--- config.mk ---
export PLATFORM = sky130hd
export DESIGN_NAME = uart_boot_ctrl
export DESIGN_NICKNAME = d
export VERILOG_FILES = /design/src/rtl/uart_boot_ctrl.sv
export SDC_FILE = /design/constraint.sdc
export NUM_CORES = 1
export LEC_CHECK = 0
export CORE_MARGIN = 4
export CORE_UTILIZATION = 51
export DETAILED_ROUTE_END_ITERATION = 6
export GPL_ROUTABILITY_DRIVEN = 0
export PLACE_DENSITY = 0.91
export SLEW_MARGIN = 5
export SYNTH_ARGS = -nofsm -noshare
export SYNTH_HDL_FRONTEND = slang
export SYNTH_SLANG_ARGS = --single-unit
--- constraint.sdc ---
create_clock -name clk -period 9.79 [get_ports clk]
set_input_delay 1.958 -clock clk [delete_from_list [all_inputs] [get_ports clk]]
set_output_delay 1.958 -clock clk [all_outputs]
set_load 0.05 [all_outputs]
--- src/rtl/uart_boot_ctrl.sv ---
// Boot loader sequencer: writes UART-delivered program words into instruction
// memory, tracks count/checksum/errors, and releases the CPU core once loaded.
module uart_boot_ctrl #(
  parameter int unsigned IMEM_WORDS = 4096,
  parameter logic [31:0] BASE_ADDR  = 32'h0000_0000
) (
  input  logic                          clk,
  input  logic                          rstn,
  input  logic                          start,
  input  logic                          prog_en,
  input  logic [31:0]                   prog_addr,
  input  logic [31:0]                   prog_data,
  output logic                          imem_we,
  output logic [$clog2(IMEM_WORDS)-1:0] imem_addr,
  output logic [31:0]                   imem_wdata,
  output logic                          cpu_rst,
  output logic                          load_active,
  output logic [15:0]                   word_count,
  output logic [31:0]                   checksum,
  output logic                          err_range,
  output logic                          err_align
);

  localparam int          AW        = $clog2(IMEM_WORDS);
  localparam logic [32:0] MEM_BYTES = 33'(IMEM_WORDS) << 2;

  localparam logic [1:0] S_IDLE  = 2'd0;
  localparam logic [1:0] S_LOAD  = 2'd1;
  localparam logic [1:0] S_DRAIN = 2'd2;
  localparam logic [1:0] S_RUN   = 2'd3;

  logic [1:0]  state;
  logic [31:0] offset;
  logic        aligned, in_range, accept, restart, word_ok, err_nxt;
  logic [15:0] cnt_base, cnt_nxt;
  logic [31:0] sum_base, sum_nxt;
  logic        ea_base, er_base, ea_nxt, er_nxt;

  function automatic logic [15:0] sat_inc(input logic [15:0] v);
    return (v == 16'hFFFF) ? v : v + 16'd1;
  endfunction

  // Word qualification; a restart clears the running totals before this word lands
  always_comb begin
    offset   = prog_addr - BASE_ADDR;
    aligned  = (prog_addr[1:0] == 2'b00);
    in_range = (prog_addr >= BASE_ADDR) && ({1'b0, offset} < MEM_BYTES);
    accept   = prog_en && (state != S_DRAIN);
    restart  = prog_en && ((state == S_IDLE) || (state == S_RUN));
    word_ok  = accept && aligned && in_range;

    cnt_base = restart ? 16'd0 : word_count;
    sum_base = restart ? 32'd0 : checksum;
    ea_base  = restart ? 1'b0  : err_align;
    er_base  = restart ? 1'b0  : err_range;

    cnt_nxt  = word_ok ? sat_inc(cnt_base) : cnt_base;
    sum_nxt  = word_ok ? (sum_base + prog_data) : sum_base;
    ea_nxt   = ea_base | (accept && !aligned);
    er_nxt   = er_base | (accept && aligned && !in_range);
    err_nxt  = ea_nxt | er_nxt;
  end

  assign load_active = (state == S_LOAD) || (state == S_DRAIN);

  always_ff @(posedge clk) begin
    if (rstn) begin
      state      <= S_IDLE;
      cpu_rst    <= 1'b1;
      imem_we    <= 1'b0;
      imem_addr  <= '0;
      imem_wdata <= '0;
      word_count <= '0;
      checksum   <= '0;
      err_range  <= 1'b0;
      err_align  <= 1'b0;
    end else begin
      imem_we <= word_ok;
      if (word_ok) begin
        imem_addr  <= offset[AW+1:2];
        imem_wdata <= prog_data;
      end
      word_count <= cnt_nxt;
      checksum   <= sum_nxt;
      err_align  <= ea_nxt;
      err_range  <= er_nxt;

      // start is judged against flags that already include this cycle's word
      case (state)
        S_IDLE, S_LOAD: begin
          cpu_rst <= 1'b1;
          if (start)        state <= err_nxt ? S_IDLE : S_DRAIN;
          else if (restart) state <= S_LOAD;
        end
        S_DRAIN: begin
          state   <= S_RUN;
          cpu_rst <= 1'b0;
        end
        default: begin
          if (restart) begin
            state   <= S_LOAD;
            cpu_rst <= 1'b1;
          end
        end
      endcase
    end
  end

endmodule

Word level (Yosys, flattened, before mapping)
Index checks and enable logic that the tools add are counted.
Storage, ports and cells
  flip-flop bits (word level): 98
  bits of input ports: 68
  output and inout port bits: 97
  logic and storage cells: 49
Cells by class
  add/sub/neg operators: 2
  $lt $le $gt $ge: 2
  equality and inequality tests: 5
  mux-type cells: 13
  bitwise gates (word level): 3
  reduce and logical (&&, ||, !) cells: 15
Operators with widths (number)
  32-bit 2-to-1 mux: 2
  16-bit 2-to-1 mux: 3
  32-bit adder: 1
  32-bit by 1-bit >= comparator with 1-bit output (second input constant): 1
  32-bit by 15-bit < comparator with 1-bit output (second input constant): 1
  16-bit by 1-bit adder with 16-bit output (second input constant): 1
  16-bit == test (second input constant): 1
  1-bit logical AND: 7
  2-bit 2-to-1 mux: 3
  2-bit == test (second input constant): 2
  2-bit logical NOT: 2
  2-bit case mux with 2 select lines: 1
  1-bit 2-to-1 mux: 3
  1-bit OR: 3
  3-bit nonzero test: 1
  2-bit by 1-bit == test with 1-bit output (second input constant): 1
  1-bit logical NOT: 2
  1-bit logical OR: 2
  2-bit inequality test (second input constant): 1
  1-bit case mux with 2 select lines: 1
  2-bit OR reduction: 1

Depth between registers and ports, before layout
  word-level depth: 9
  gate-level depth with buffers: 17
  depth with buffers taken out: 15

Worst setup path after synthesis
Ideal clock, no wire load.
  kind: input-to-reg
  from: input prog_en
  to: register checksum[31]
  library setup time: 72 ps
  data arrival time: 4745 ps
  data required time: 9718 ps
  setup slack: 4973 ps
  stages: 14
  path buffers: 2
  path through: nand2b_1 clkbuf_1 clkbuf_1 and2_1 ha_1 a21o_1 a21oi_2 a21oi_1 or4_4 a31oi_4 o221ai_2 a21oi_2 mux2i_1 mux2i_1
Between the ends
  word-level cells in the longest chain between the ends: 4
  elaborated cells between the ends (all ways): 7
  classes of those cells: 1 x add/sub; 2 x mux; 4 x reduce/logical
Ends and longest elaborated chain
  start, declared: RTL line 10  | input logic prog_en,
  1-bit logical AND, on equally long branches: RTL line 49, 48
  32-bit 2-to-1 mux / 1-bit logical AND (equally long branches): RTL line 53, 50
  32-bit adder / 1-bit logical AND (equally long branches): RTL line 58, 50
  32-bit 2-to-1 mux (*): RTL line 58  | sum_nxt = word_ok ? (sum_base + prog_data) : sum_base;
  end signal, assigned: RTL line 84  | checksum <= sum_nxt;
  end, declared: RTL line 19  | output logic [31:0] checksum,
Every way passes the cells marked *; elsewhere a longest branch is shown, timed or not.
A chain may end at the register's enable or synchronous reset.

Worst setup path in the final report
  from: input prog_en
  to: register checksum[30]
The elaborated chain is that of the path after synthesis.

==> results.md <==
* Vias in the first global route at 5300
* Combinational power share at 12.2%
* Pwr dens at 106 nW/um^2
* Worst-margin pin slew at 0.965 ns
* Most frequent cells in the layout: 163 x clkdlybuf4s50_1, 161 x nand2_1, 102 x a21oi_1
* Non-Filler Instances at 1002
* Worst Path Max Fanout at 48
* FF+latch count, synth at 98
* Post-synth cell types at 59
* Switching share of power at 26.0%
* Setup Fix Bufs, Post-CTS at 0
* Wirelength per Cell at 15.4 um
* WHS at 0.457 ns
* Starting DRT DRC Count at 403
* Core Rows at 37
* RSZ-0062 raised after global routing: false
* DRT Pass-1 Iters at 7
* GRT overflow at 0
* EDFF count, synth at 0
* Most common cell after layout, fill and taps aside: clkdlybuf4s50_1
* Clock skew at 0.0143 ns
* WL final at 15.4 mm
* Cell type with the highest aggregate area in the netlist: dfxtp_1
* Antenna Nets Post-Route at 0
* Clk_lat worst skew at 0.38 ns
* Die Ht at 113 um
* Clock tree buffer depth at 2
* IO Count at 165
* HP Class: flop to flop
* Top post-synthesis cells by area: dfxtp_1 35%, nand2_1 11%, a21oi_1 9.1%, ha_1 8.1%, and2_1 4.0%
* Synth top area share at 35.1%
* Syn Nets at 827
* Routed vias/inst at 5.48
* Total Neg Setup Slack at 0 ns
* Layout area overhead at 33.9%
* Die ar. at 12700 um^2
* Slew headroom at 35.6%
* WS Path Type: input pin to flop
* Largest net degree at the start of global routing at 91
* # DRC at 0
* Die Span X at 113 um
* Clock root cell: clkbuf_8
* Final hold vios at 0
* Final count of pins violating max slew at 0
* Avg Inst Size Synth at 7.74 um^2
* Maximum Capacitance Violations at 0
* CP Capture Type: flop
* ANT cells at 0
* # fillers at 838
* Buffers on Ports at 164
* Clock network power share at 37.2%
* Seq/Total Area, Yosys at 35.1%
* Initial core utilization at 53.2%
* Dpl cells at 986
* Final core occ at 71.2%
* P_int at 588 uW
* Clock sinks at 98
* Pleak at 0.00282 uW
* Gr usage total at 23.8%
* Cts hold-fix bufs at 0
* Seq pwr share at 50.6%
* Asr flop ratio synth at 0%
* CTS tree: yes
* Resized cells post-CTS at 0
* Yosys Warn Count at 0
* Status: completed
* Share of layout cells above drive strength 1 at 4.16%
* H-tree lvl count at 3
* Final period utilization at 53.4%
* Area of the core at 10500 um^2
* Critical Path AT at 5.49 ns
* CTS clk-pin slew, worst paths at 0.10 ns
* Wire length of the first global-routing pass at 25.4 mm
* HPWL after DPL at 11.0 mm
* Mapped Area at 5590 um^2
* Initial antenna violation count at 0
* WP data required at 10.05 ns
* Final min period at 5.23 ns
* Via count at 5488
* Synth Flop Type: dfxtp_1
* Critical path startpoint category: input pin
* Net Switching at 207 uW
* Nets at 966
* CTS Buf Count at 9
* Setup violations, final at 0
* Worst VDD drop at 0.0734 mV
* FMAX at 0.191 GHz
* Synthesized netlist cell count at 722
## path summary, 6_finish.rpt
check                                                  from                          end  slack, ns  depth (start not counted)
worst max-delay path                                prog_en      checksum[30]$_SDFF_PP0_       4.56                         15
worst min-delay path            imem_wdata[15]$_SDFFE_PP0P_  imem_wdata[15]$_SDFFE_PP0P_       0.46                          2
worst max register to register          state[0]$_SDFF_PP0_      checksum[30]$_SDFF_PP0_       5.72                         16
worst min register to register  imem_wdata[15]$_SDFFE_PP0P_  imem_wdata[15]$_SDFFE_PP0P_       0.46                          2
## metal layers
metal | routed length [um] | part of all wire (%) | up-vias | global-route usage [%]
li1 | - | - | 2767 | -
met1 | 6790 | 44 | 2500 | 30.1
met2 | 7310 | 47 | 194 | 40.7
met3 | 1030 | 6.7 | 27 | 4.60
met5 | 0 | 0 | - | 0
met4 | 314 | 2.0 | 0 | 7.93
## through the flow
stage | setup WS (ns) | area (um^2) | total power [uW]
after floorplan | 4.97 | 5590 | 462
after global placement | 4.41 | 7270 | 507
after detailed placement | 4.29 | 7270 | 508
after CTS | 4.60 | 7480 | 799
after global routing | 4.36 | 7480 | 822
final | 4.56 | 7480 | 795
## worst max-delay path, cell delays in order
cell             delay [ns]
clkdlybuf4s50_1        0.44
nand2b_1               0.09
buf_4                  0.39
and2_1                 0.23
ha_1                   0.19
fa_1                   0.21
a21o_1                 0.13
a21oi_1                0.10
o21a_1                 0.23
o2111ai_2              0.21
nand4_2                0.11
a2111oi_1              0.53
a211oi_1               0.13
and4_1                 0.23
a311o_1                0.26
## state kept, by name, indices dropped and copies added, names as in the netlist
register,flops
state,2
cpu_rst,1
checksum,32
err_range,1
imem_we,1
err_align,1
imem_wdata,32
word_count,16
imem_addr,12
## cell families after synthesis
family,count (synthesis),share of synthesized area (%)
adders and majority gates,37,8.42
and+or+nand+nor,318,26.9
xor gates and xnor gates,40,6.27
buffers and inverters,48,3.45
DFF,98,35.1
AOI/OAI and AO/OA,178,19.3
muxes,3,0.537
## synth_stat cells, types with 4 or more instances
cell and instances:
buf_2 7, a211oi_1 5, and2_1 36, xor2_1 18, and3_1 4, nor4_1 5, xnor2_1 22, o21ai_0 21
dfxtp_1 98, nor2_1 54, clkbuf_1 30, a31oi_1 5, nand4_1 6, nand2b_1 9, o211ai_1 4, ha_1 36
and4_1 4, nand2_1 162, nor2b_1 5, o21bai_1 5, inv_1 10, nand3_1 13, a21oi_1 102, a21o_1 9
## power groups by stage
stage	clock network (uW)	logic, uW	registers [uW]
after floorplan	0	47.6	415
after global placement	0	95.1	412
after detailed placement	0	96.1	412
after CTS	299	97.0	402
after global routing	315	105	403
final	296	97.1	402
## cell type report
cell class / instances / area [um^2] / area share, %
multi-input cells: 576 / 3440 / 46.0
flip-flops and latches: 98 / 1960 / 26.2
repair buffers: 166 / 1650 / 22.1
well taps: 136 / 170 / 2.27
clock buffers: 10 / 128 / 1.71
clock inverters: 6 / 90.1 / 1.20
inverters: 10 / 37.5 / 0.502
Power figures use the tool's default switching activity.
==> variant 1, RTL diff (config.mk and constraints unchanged) <==
Remove the register `imem_we`: a continuous assignment takes its place, so the output `imem_we` follows one clock earlier.
--- a/src/rtl/uart_boot_ctrl.sv
+++ b/src/rtl/uart_boot_ctrl.sv
@@ -67,7 +67,6 @@
     if (rstn) begin
       state      <= S_IDLE;
       cpu_rst    <= 1'b1;
-      imem_we    <= 1'b0;
       imem_addr  <= '0;
       imem_wdata <= '0;
       word_count <= '0;
@@ -75,7 +74,6 @@
       err_range  <= 1'b0;
       err_align  <= 1'b0;
     end else begin
-      imem_we <= word_ok;
       if (word_ok) begin
         imem_addr  <= offset[AW+1:2];
         imem_wdata <= prog_data;
@@ -106,5 +104,7 @@
     end
   end
 
+  assign imem_we = word_ok;
+
 endmodule
 
Formal check against the unedited RTL: not equivalent (Yosys sat finds a counterexample within 4 cycles, from zero or initial values and one cycle with rstn high).
==> variant 1 against the unedited design <==
Sequential cell count fell by 1. Routed wire length fell by 3.9%. Setup slack got worse by 1100 ps. Worst hold slack barely moved. Critical path type is now primary input to primary output. Power fell by 6.3%. Final area fell by 0.60%. Synthesized area fell by 0.54%. First-iteration DRC count fell by 4.7%. Sequential power fell by 1%.
==> variant 1: results (changes against the unedited design) <==
* Status: finished clean
* Area fraction in compound gates after synthesis at 0.194 (+0.00127)
* Clk slew on worst S/H paths at 80 ps (-20 ps)
* Top post-synthesis cells by count: nand2_1 (160), a21oi_1 (102), dfxtp_1 (97)
* Vias at 5437 (-0.93%)
* Pint at 0.547 mW (-7.0%)
* Share of cells above drive strength 1 at 0.0450 (+0.00346)
* Syn Inst Count at 720 (-0.28%)
* Vias in the first global route at 5156 (-2.7%)
* Sw Share at 0.266 (+0.00590)
* Seq/Total Area, Yosys at 0.349 (-0.00171)
* Iter 0 DRT Violations at 384 (-4.7%)
* WL/cell at 14.8 um (-3.9%)
* Gate power share at 0.130 (+0.008)
* Crit path DAT at 4400 ps (-1090 ps)
* Hold slack at 457 ps (-0.0540 ps)
* Register area at 0.00194 sq mm (-1.0%)
* XOR/XNOR share of the synthesized area at 0.0630 (+0.000338)
* Hold_sp: imem_wdata[30]
* Layout Skew at 13.3 ps (-0.993 ps)
* First-pass GRT wire length at 24700 um (-2.7%)
* Slowest CP cell: clkdlybuf4s50_1
* Post-Synth Adder-Cell Area at 0.0846 (+0.000454)
* Fillers at 847 (+1.1%)
* Max incr delay on CP at 800 ps (+270 ps)
* R2R setup slack at 5690 ps (-30 ps)
* Dpl hpwl at 10900 um (-1.6%)
* Post-DP Area at 0.00725 sq mm (-0.24%)
* Worst vdd ir at 0.0697 mV (-5.1%)
* Worst slew margin at 0.381 (+0.0244)
* Hold Path End: imem_wdata[30]
* Total global-route track usage at 0.235 (-0.00348)
* Multiplexer share of the synthesized area at 0.00540 (+0.0000290)
* Ranking of synthesized cells by area: dfxtp_1 (35%), nand2_1 (11%), a21oi_1 (9.2%), ha_1 (8.1%), and2_1 (4.1%)
* Syn Nets at 825 (-0.24%)
* Sequential power share at 0.534 (+0.028)
* Delay-heaviest family, CP: buffers and inverters
-- variant 1: per-layer routing --
layer | track usage | up-vias | routed length, um
li1 | - | 2754 | -
met3 | 0.0615 | 16 | 1040
met1 | 0.304 | 2502 | 6700
met4 | 0.0545 | 0 | 185
met5 | 0 | - | 0
met2 | 0.393 | 165 | 6920
-- variant 1: final cells by class --
cell class,instances,share of cell area
Timing Repair Buffer,168,0.224
Clock inverter,5,0.00521
Clock buffer,11,0.0203
Inverter,11,0.00572
Multi-Input combinational cell,574,0.461
Tap cell,136,0.0229
Sequential cell,97,0.261
-- variant 1: how the worst max path moves through the flow --
stage                        startpoint       to  slack, ps
after floorplan           prog_addr[28]  imem_we       4340
after global placement    prog_addr[28]  imem_we       3450
after detailed placement  prog_addr[28]  imem_we       3430
after CTS                 prog_addr[28]  imem_we       3420
after global routing      prog_addr[28]  imem_we       3330
final                     prog_addr[28]  imem_we       3430
==> variant 2, RTL diff (config.mk and constraints unchanged) <==
Without the edit above. Set the parameter `IMEM_WORDS` to 8192 (it was 4096).
--- a/src/rtl/uart_boot_ctrl.sv
+++ b/src/rtl/uart_boot_ctrl.sv
@@ -1,7 +1,7 @@
 // Boot loader sequencer: writes UART-delivered program words into instruction
 // memory, tracks count/checksum/errors, and releases the CPU core once loaded.
 module uart_boot_ctrl #(
-  parameter int unsigned IMEM_WORDS = 4096,
+  parameter int unsigned IMEM_WORDS = 8192,
   parameter logic [31:0] BASE_ADDR  = 32'h0000_0000
 ) (
   input  logic                          clk,
Ports: changed (resized imem_addr); port bits go from 165 to 166. No check against the original RTL was run, so the function may have changed too.
==> variant 2 against the unedited design <==
Die area grew 1.2%. Setup slack gained 230 ps. Fmax increased by 4.6%. Clock power rose by 5%. Routed wire length shrank 1.7%. Critical path type unchanged. Critical path depth down 1. Synthesized area is 1.3% higher. Sequential cell count rose by 1. Final area is 1.5% higher. Largest cell class unchanged. Worst hold slack about the same. Global-route usage decreased by 0.76 points. Power up 2.5%. First-iteration DRC count shrank 16%.
==> variant 2: results (changes against the unedited design) <==
* WL met3 at 908 um (-12%)
* Hold_sp: imem_addr[12]
* XOR/XNOR share of the synthesized area at 0.0495 (-0.0132)
* Worst vdd ir at 0.124 mV (+69%)
* Netlist cell types at 63 (+6.8%)
* Syn Nets at 830 (+0.36%)
* R2R cell count at 15 (-1)
* Met2 Usage GRT at 0.414 (+0.00711)
* Register area at 0.00198 sq mm (+1.0%)
* NonClk Buf Share at 0.220 (-0.00134)
* Non-clock buffer count at 168 (+1.2%)
* FF-to-FF End: checksum[20]
* Status: finished clean
* Placed Cells at 995 (+0.91%)
* Total global-route track usage at 0.231 (-0.00764)
* Crit-path max FO at 47 (-2.1%)
* Seq/Total Area, Yosys at 0.350 (-0.00104)
* Inverters at 13 (+3)
* Die area at 0.0129 sq mm (+1.2%)
* Met3 GRT Util at 0.0515 (+0.00547)
* Post-Synth Adder-Cell Area at 0.0831 (-0.00110)
* Routed met2 length at 7560 um (+3.4%)
* Syn Inst Count at 725 (+0.42%)
* Top post-synthesis cells by count: nand2_1 (167), dfxtp_1 (99), a21oi_1 (89)
* Ranking of synthesized cells by area: dfxtp_1 (35%), nand2_1 (11%), ha_1 (8.0%), a21oi_1 (7.9%), nor2_1 (3.4%)
* Fillers at 888 (+6.0%)
* M1 GR Usage at 0.277 (-0.0244)
* Vias at 5586 (+1.8%)
* Layout net count at 971 (+0.52%)
* Port-buffer cells at 165 (+0.61%)
* Static Leakage at 2.84 nW (+0.79%)
* Iter 0 DRT Violations at 340 (-16%)
* Max incr delay on CP at 490 ps (-40 ps)
* M1 wire length at 6500 um (-4.2%)
* Crit path DAT at 5290 ps (-200 ps)
* Clk network pwr share at 0.382 (+0.010)
* Flop+latch power at 0.406 mW (+1%)
* First-pass GRT wire length at 24800 um (-2.3%)
* Actual slew at the worst max-slew pin at 1000 ps (+36.2 ps)
* Multi-input comb cells at 575 (-0.17%)
* Sw Share at 0.265 (+0.00423)
* Slowest CP cell: clkdlybuf4s50_1
* Vias in the first global route at 5461 (+3.0%)
* WL/cell at 15.0 um (-2.6%)
* Dpl hpwl at 10900 um (-1.4%)
* Multiplexer share of the synthesized area at 0.0106 (+0.00523)
* Area fraction in compound gates after synthesis at 0.204 (+0.0105)
* Hold Path End: imem_addr[12]
* Multi-input gate area in the final layout at 0.00349 sq mm (+1.2%)
-- variant 2: cell count changes after synthesis, sizes merged, moves of 5 or more --
cell    delta
a21oi     -14
nand3b     +5
nor3       +7
and2       -7
o21a       +5
xnor2      -7
nand2      +5
-- variant 2: stage by stage --
step	total power [mW]	cell area, sq um	worst slack (ps)	hold slack [ps]
after floorplan	0.468	5660	5010	553
after global placement	0.511	7360	4470	441
after detailed placement	0.512	7360	4400	445
after CTS	0.824	7600	4800	460
after global routing	0.847	7600	4560	475
final	0.815	7600	4790	457
-- variant 2: worst max-delay path by stage --
stage            start            to  slack [ps]  depth (start not counted)
5_1_grt        prog_en  checksum[20]        4560                         14
3_3_place_gp   prog_en  checksum[20]        4470                         14
4_1_cts        prog_en  checksum[20]        4800                         14
6_report       prog_en  checksum[20]        4790                         14
2_1_floorplan  prog_en  checksum[31]        5010                         13
3_5_place_dp   prog_en  checksum[20]        4400                         14
